$ cat src/rtl/mem_arbiter.sv
// Shared memory port arbiter: merges NUM_PORTS valid/ready requesters onto one
// single-outstanding memory bus using fixed-priority or round-robin selection.
module mem_arbiter #(
  parameter int unsigned XLEN      = 32,
  parameter int unsigned NUM_PORTS = 2,
  parameter int unsigned RR_MODE   = 0
) (
  input  logic                        clk,
  input  logic                        rst,
  input  logic [NUM_PORTS-1:0]        req_valid,
  output logic [NUM_PORTS-1:0]        req_ready,
  input  logic [NUM_PORTS-1:0]        req_we,
  input  logic [NUM_PORTS*XLEN-1:0]   req_addr,
  input  logic [NUM_PORTS*XLEN-1:0]   req_wdata,
  input  logic [NUM_PORTS*XLEN/8-1:0] req_wstrb,
  output logic [NUM_PORTS-1:0]        resp_valid,
  output logic [XLEN-1:0]             resp_rdata,
  output logic                        mem_valid,
  input  logic                        mem_ready,
  output logic                        mem_we,
  output logic [XLEN-1:0]             mem_addr,
  output logic [XLEN-1:0]             mem_wdata,
  output logic [XLEN/8-1:0]           mem_wstrb,
  input  logic                        mem_rvalid,
  input  logic [XLEN-1:0]             mem_rdata
);
  localparam int unsigned SW = XLEN / 8;
  localparam int unsigned PW = (NUM_PORTS > 1) ? $clog2(NUM_PORTS) : 1;

  typedef enum logic [1:0] {ST_IDLE, ST_ISSUE, ST_WAIT} state_e;

  state_e          state_q, state_d;
  logic [PW-1:0]   grant_q, grant_d;
  logic [PW-1:0]   rr_ptr_q, rr_ptr_d;
  logic            we_q, we_d;
  logic [XLEN-1:0] addr_q, addr_d;
  logic [XLEN-1:0] wdata_q, wdata_d;
  logic [SW-1:0]   wstrb_q, wstrb_d;

  logic [XLEN-1:0] addr_a  [NUM_PORTS];
  logic [XLEN-1:0] wdata_a [NUM_PORTS];
  logic [SW-1:0]   wstrb_a [NUM_PORTS];

  logic [PW-1:0]   start;
  logic [PW-1:0]   sel;
  logic            found;
  int unsigned     idx;

  // Split the flattened request buses into per-channel views.
  for (genvar i = 0; i < NUM_PORTS; i++) begin : g_unpack
    assign addr_a[i]  = req_addr[i*XLEN +: XLEN];
    assign wdata_a[i] = req_wdata[i*XLEN +: XLEN];
    assign wstrb_a[i] = req_wstrb[i*SW +: SW];
  end

  // First valid channel at or after the start pointer, wrapping.
  always_comb begin
    start = (RR_MODE != 0) ? rr_ptr_q : '0;
    sel   = '0;
    found = 1'b0;
    idx   = 0;
    for (int unsigned i = 0; i < NUM_PORTS; i++) begin
      idx = 32'(start) + i;
      if (idx >= NUM_PORTS) idx = idx - NUM_PORTS;
      if (!found && req_valid[PW'(idx)]) begin
        found = 1'b1;
        sel   = PW'(idx);
      end
    end
  end

  always_comb begin
    state_d    = state_q;
    grant_d    = grant_q;
    rr_ptr_d   = rr_ptr_q;
    we_d       = we_q;
    addr_d     = addr_q;
    wdata_d    = wdata_q;
    wstrb_d    = wstrb_q;
    req_ready  = '0;
    resp_valid = '0;
    resp_rdata = '0;
    case (state_q)
      ST_IDLE: begin
        // Grant is suppressed while reset is held so outputs read zero.
        if (found && !rst) begin
          req_ready[sel] = 1'b1;
          grant_d        = sel;
          we_d           = req_we[sel];
          addr_d         = addr_a[sel];
          wdata_d        = wdata_a[sel];
          wstrb_d        = wstrb_a[sel];
          state_d        = ST_ISSUE;
        end
      end
      ST_ISSUE: begin
        if (mem_ready) state_d = ST_WAIT;
      end
      ST_WAIT: begin
        if (mem_rvalid) begin
          resp_valid[grant_q] = 1'b1;
          resp_rdata          = mem_rdata;
          state_d             = ST_IDLE;
          if (RR_MODE != 0) begin
            rr_ptr_d = (grant_q == PW'(NUM_PORTS - 1)) ? '0 : grant_q + PW'(1);
          end
        end
      end
      default: state_d = ST_IDLE;
    endcase
  end

  always_ff @(posedge clk or posedge rst) begin
    if (rst) begin
      state_q  <= ST_IDLE;
      grant_q  <= '0;
      rr_ptr_q <= '0;
      we_q     <= 1'b0;
      addr_q   <= '0;
      wdata_q  <= '0;
      wstrb_q  <= '0;
    end else begin
      state_q  <= state_d;
      grant_q  <= grant_d;
      rr_ptr_q <= rr_ptr_d;
      we_q     <= we_d;
      addr_q   <= addr_d;
      wdata_q  <= wdata_d;
      wstrb_q  <= wstrb_d;
    end
  end

  assign mem_valid = (state_q == ST_ISSUE);
  assign mem_we    = we_q;
  assign mem_addr  = addr_q;
  assign mem_wdata = wdata_q;
  assign mem_wstrb = wstrb_q;

endmodule

$ cat config.mk
export PLATFORM = sky130hd
export DESIGN_NAME = mem_arbiter
export DESIGN_NICKNAME = d
export VERILOG_FILES = /design/src/rtl/mem_arbiter.sv
export SDC_FILE = /design/constraint.sdc
export NUM_CORES = 1
export LEC_CHECK = 0
export CAP_MARGIN = 20
export CORE_MARGIN = 1.5
export CORE_UTILIZATION = 34
export CTS_CLUSTER_DIAMETER = 200
export DETAILED_ROUTE_END_ITERATION = 12
export PLACE_DENSITY = 0.88
export SYNTH_ARGS = -nofsm -noshare
export SYNTH_HDL_FRONTEND = slang
export SYNTH_SLANG_ARGS = --single-unit
$ cat constraint.sdc
create_clock -name clk -period 2.58 [get_ports clk]
set_input_delay 0.645 -clock clk [delete_from_list [all_inputs] [get_ports clk]]
set_output_delay 0.645 -clock clk [all_outputs]
set_load 0.02 [all_outputs]
==> metrics.yaml <==
grt_overflow: 0
critPathLaunch: "mem_rvalid"
grt-busiest-layer: "met2"
fillerInstances: 1029
crit_fanout: 33
syn_area_mm2: 0.00448
yosys_register_bits: 72
regArea_mm2: 0.00180
syn_inst: 278
worstSetupPathType: "in2out"
p_seq_frac: 0.284
async_reset_ff_frac: 1.00
hp-class: "reg2reg"
drive_gt1_frac: 0.363
cts_tree: "yes"
worst_pin_slew_ns: 0.495
cts_root_buf: "clkbuf_16"
totalWireLength_mm: 13.2
reg2reg_setup_slack_ns: 0.79
timing_hold_violations_final: 0
ant_nets: 0
synth_flop_cell: "dfrtp_1"
syn_nets: 454
rr_endpoint: "mem_addr[5]"
irDropWorstVdd_uv: 395
htree_num_levels: 3
die_h_um: 118
grt_util_met1: 0.200
dieArea_mm2: 0.0139
clock_power_share: 0.185
crit_path_end_kind: "primary output"
rsz0062_at_grt: "no"
cap_viol_max_count: 0
fin_util: 0.592
dp_hpwl_mm: 10.5
clock-sinks: 72
intPower_mw: 4.85
vias_per_cell: 4.53
ff2ff_path_depth: 5
clk_pin_slew_worst_paths_ns: 0.05
core_area_mm2: 0.0127
power.share.combinational: 0.531
finalCriticalPeriod_ns: 2.52
synth_top_cell_area_share: 0.463
maxSlewViolCount: 0
synth.distinct_cells: 18
p_sw_frac: 0.332
clk_latency_ns: 0.33
period_share: 0.977
status: "finished clean"
grt_usage: 0.193
antenna_found_initial: 0
dieWidth_um: 118
power.switching_mw: 2.41
io_buffers: 281
cts_buffers: 9
syn_to_final_growth_pct: 68.3
cp-start-kind: "primary input"
avgSynthCellArea_um2: 16.1
ys_warn_count: 0
ctsHoldBuffers: 0
clock_skew_ns: 0.00642
synth_area_leaders: "mux2_4 46%, dfrtp_1 40%, and2_1 4.7%, buf_12 4.0%, buf_8 2.3%"
vias: 3365
ioPinCount: 282
grt_use_met3: 0.0538
p_leak_nw: 3.42
cts_buffer_depth: 2
ys_seq_area_frac: 0.402
start_util: 0.352
diodes: 0
multiInputGateArea_mm2: 0.00238
r2r-start: "state_q[0]"
crit_arrival_ns: 1.87
crit_end: "resp_rdata[3]"
grt_pass1_wl_mm: 20.6
powerDensity_mw_per_mm2: 963
synth_top_area_cell: "mux2_4"
relSlewSlack: 0.670
worst_ep_required_time_ns: 1.93
setup-tns-final_ns: 0
setup_viol: 0
num_rows: 41
gp_congestion: 0.827
post-route-drc-count: 0
synth-edff-count: 0
max_freq_mhz: 397
grt_max_degree: 44
grt_pass1_vias: 3833
drt_first_pass_iters: 4
final_nets: 742
met2_usage: 0.371
wl_per_cell_um: 17.7
drtIter0Drc: 99
-- power groups by stage --
stage	Sequential (mW)	Clock (mW)	Combinational, mW
5_1_grt	2.14	1.45	4.03
3_5_place_dp	2.07	0	3.92
6_report	2.06	1.34	3.85
2_1_floorplan	2.71	0	1.54
4_1_cts	2.07	1.38	3.90
3_3_place_gp	2.03	0	3.87
-- placed cells by master, fill, tap and decap left out, drive strengths merged --
cell type / netlist / layout
clkinv: 0 / 2
nor3: 2 / 2
a22o: 1 / 1
clkbuf: 3 / 12
buf: 16 / 49
mux2: 138 / 138
inv: 2 / 2
nor2b: 2 / 2
clkdlybuf4s15: 0 / 1
a21oi: 1 / 1
and2: 35 / 35
nor2: 3 / 3
nand2: 1 / 1
clkdlybuf4s50: 0 / 245
a21o: 1 / 1
o21a: 1 / 1
bufinv: 0 / 2
dfrtp: 72 / 72
dlygate4sd2: 0 / 1
-- cells by family (layout without fill, tap and decap cells) --
family | after synthesis | count (layout) | share of synthesized area
compound gates | 4 | 4 | 0.00671
simple gates | 43 | 43 | 0.0603
flops | 72 | 72 | 0.402
buf+inv | 21 | 314 | 0.0679
mux | 138 | 138 | 0.463
-- worst min path at each step --
stage | start | endpoint | cells after the start
after floorplan | grant_q | grant_q | 2
after global placement | mem_addr[4] | mem_addr[4] | 1
after detailed placement | mem_wdata[18] | mem_wdata[18] | 1
after CTS | mem_wdata[1] | mem_wdata[1] | 1
after global routing | mem_addr[2] | mem_addr[2] | 1
final | mem_wdata[1] | mem_wdata[1] | 1
-- final cells by class --
cell class                      instances  share of cell area
Timing Repair Buffer                  296               0.372
Clock inverter                          4              0.0103
Tap cell                              172              0.0286
Sequential cell                        72               0.239
Inverter                                2            0.000996
Clock buffer                           12              0.0327
Multi-Input combinational cell        185               0.316
-- worst max-delay path, cell delays in order --
cell and delay [ns]:
clkdlybuf4s50_1 0.50, nand2_1 0.09, nor2_2 0.15, buf_12 0.17, and2_1 0.14, buf_2 0.16
-- synthesized netlist by cell type, types with 2 or more instances --
cell,count
clkbuf_1,3
buf_8,7
nor2_1,3
inv_1,2
and2_1,34
mux2_4,138
buf_12,9
dfrtp_1,72
-- stage by stage --
stage	setup WS (ns)	std cells	hold slack, ns	power, mW	cell area [µm²]
after floorplan	0.110	278	0.477	4.25	4480
after global placement	-0.354	727	0.492	5.90	7380
after detailed placement	-0.452	727	0.491	5.99	7380
after CTS	0.0450	743	0.509	7.36	7530
after global routing	0.00862	743	0.522	7.62	7540
final	0.0603	743	0.506	7.25	7540
-- sequential cells by signal (all words and copies together) (netlist names) --
name,cells
grant_q,1
mem_addr,32
mem_wdata,32
mem_we,1
mem_wstrb,4
state_q,2
-- what timing repair did --
| item | in CTS | in global routing |
|---|---|---|
| setup buffers | 0 | 0 |
| gates resized for setup | 135 | 1 |
| setup endpoints to repair | 35 | 1 |
-- metal layers --
layer	up-vias	part of all wire
met3	18	0.064
met4	0	0.017
met2	176	0.55
met5	-	0
met1	1623	0.36
li1	1548	-
Note: power is estimated with default switching activity, not from simulation.
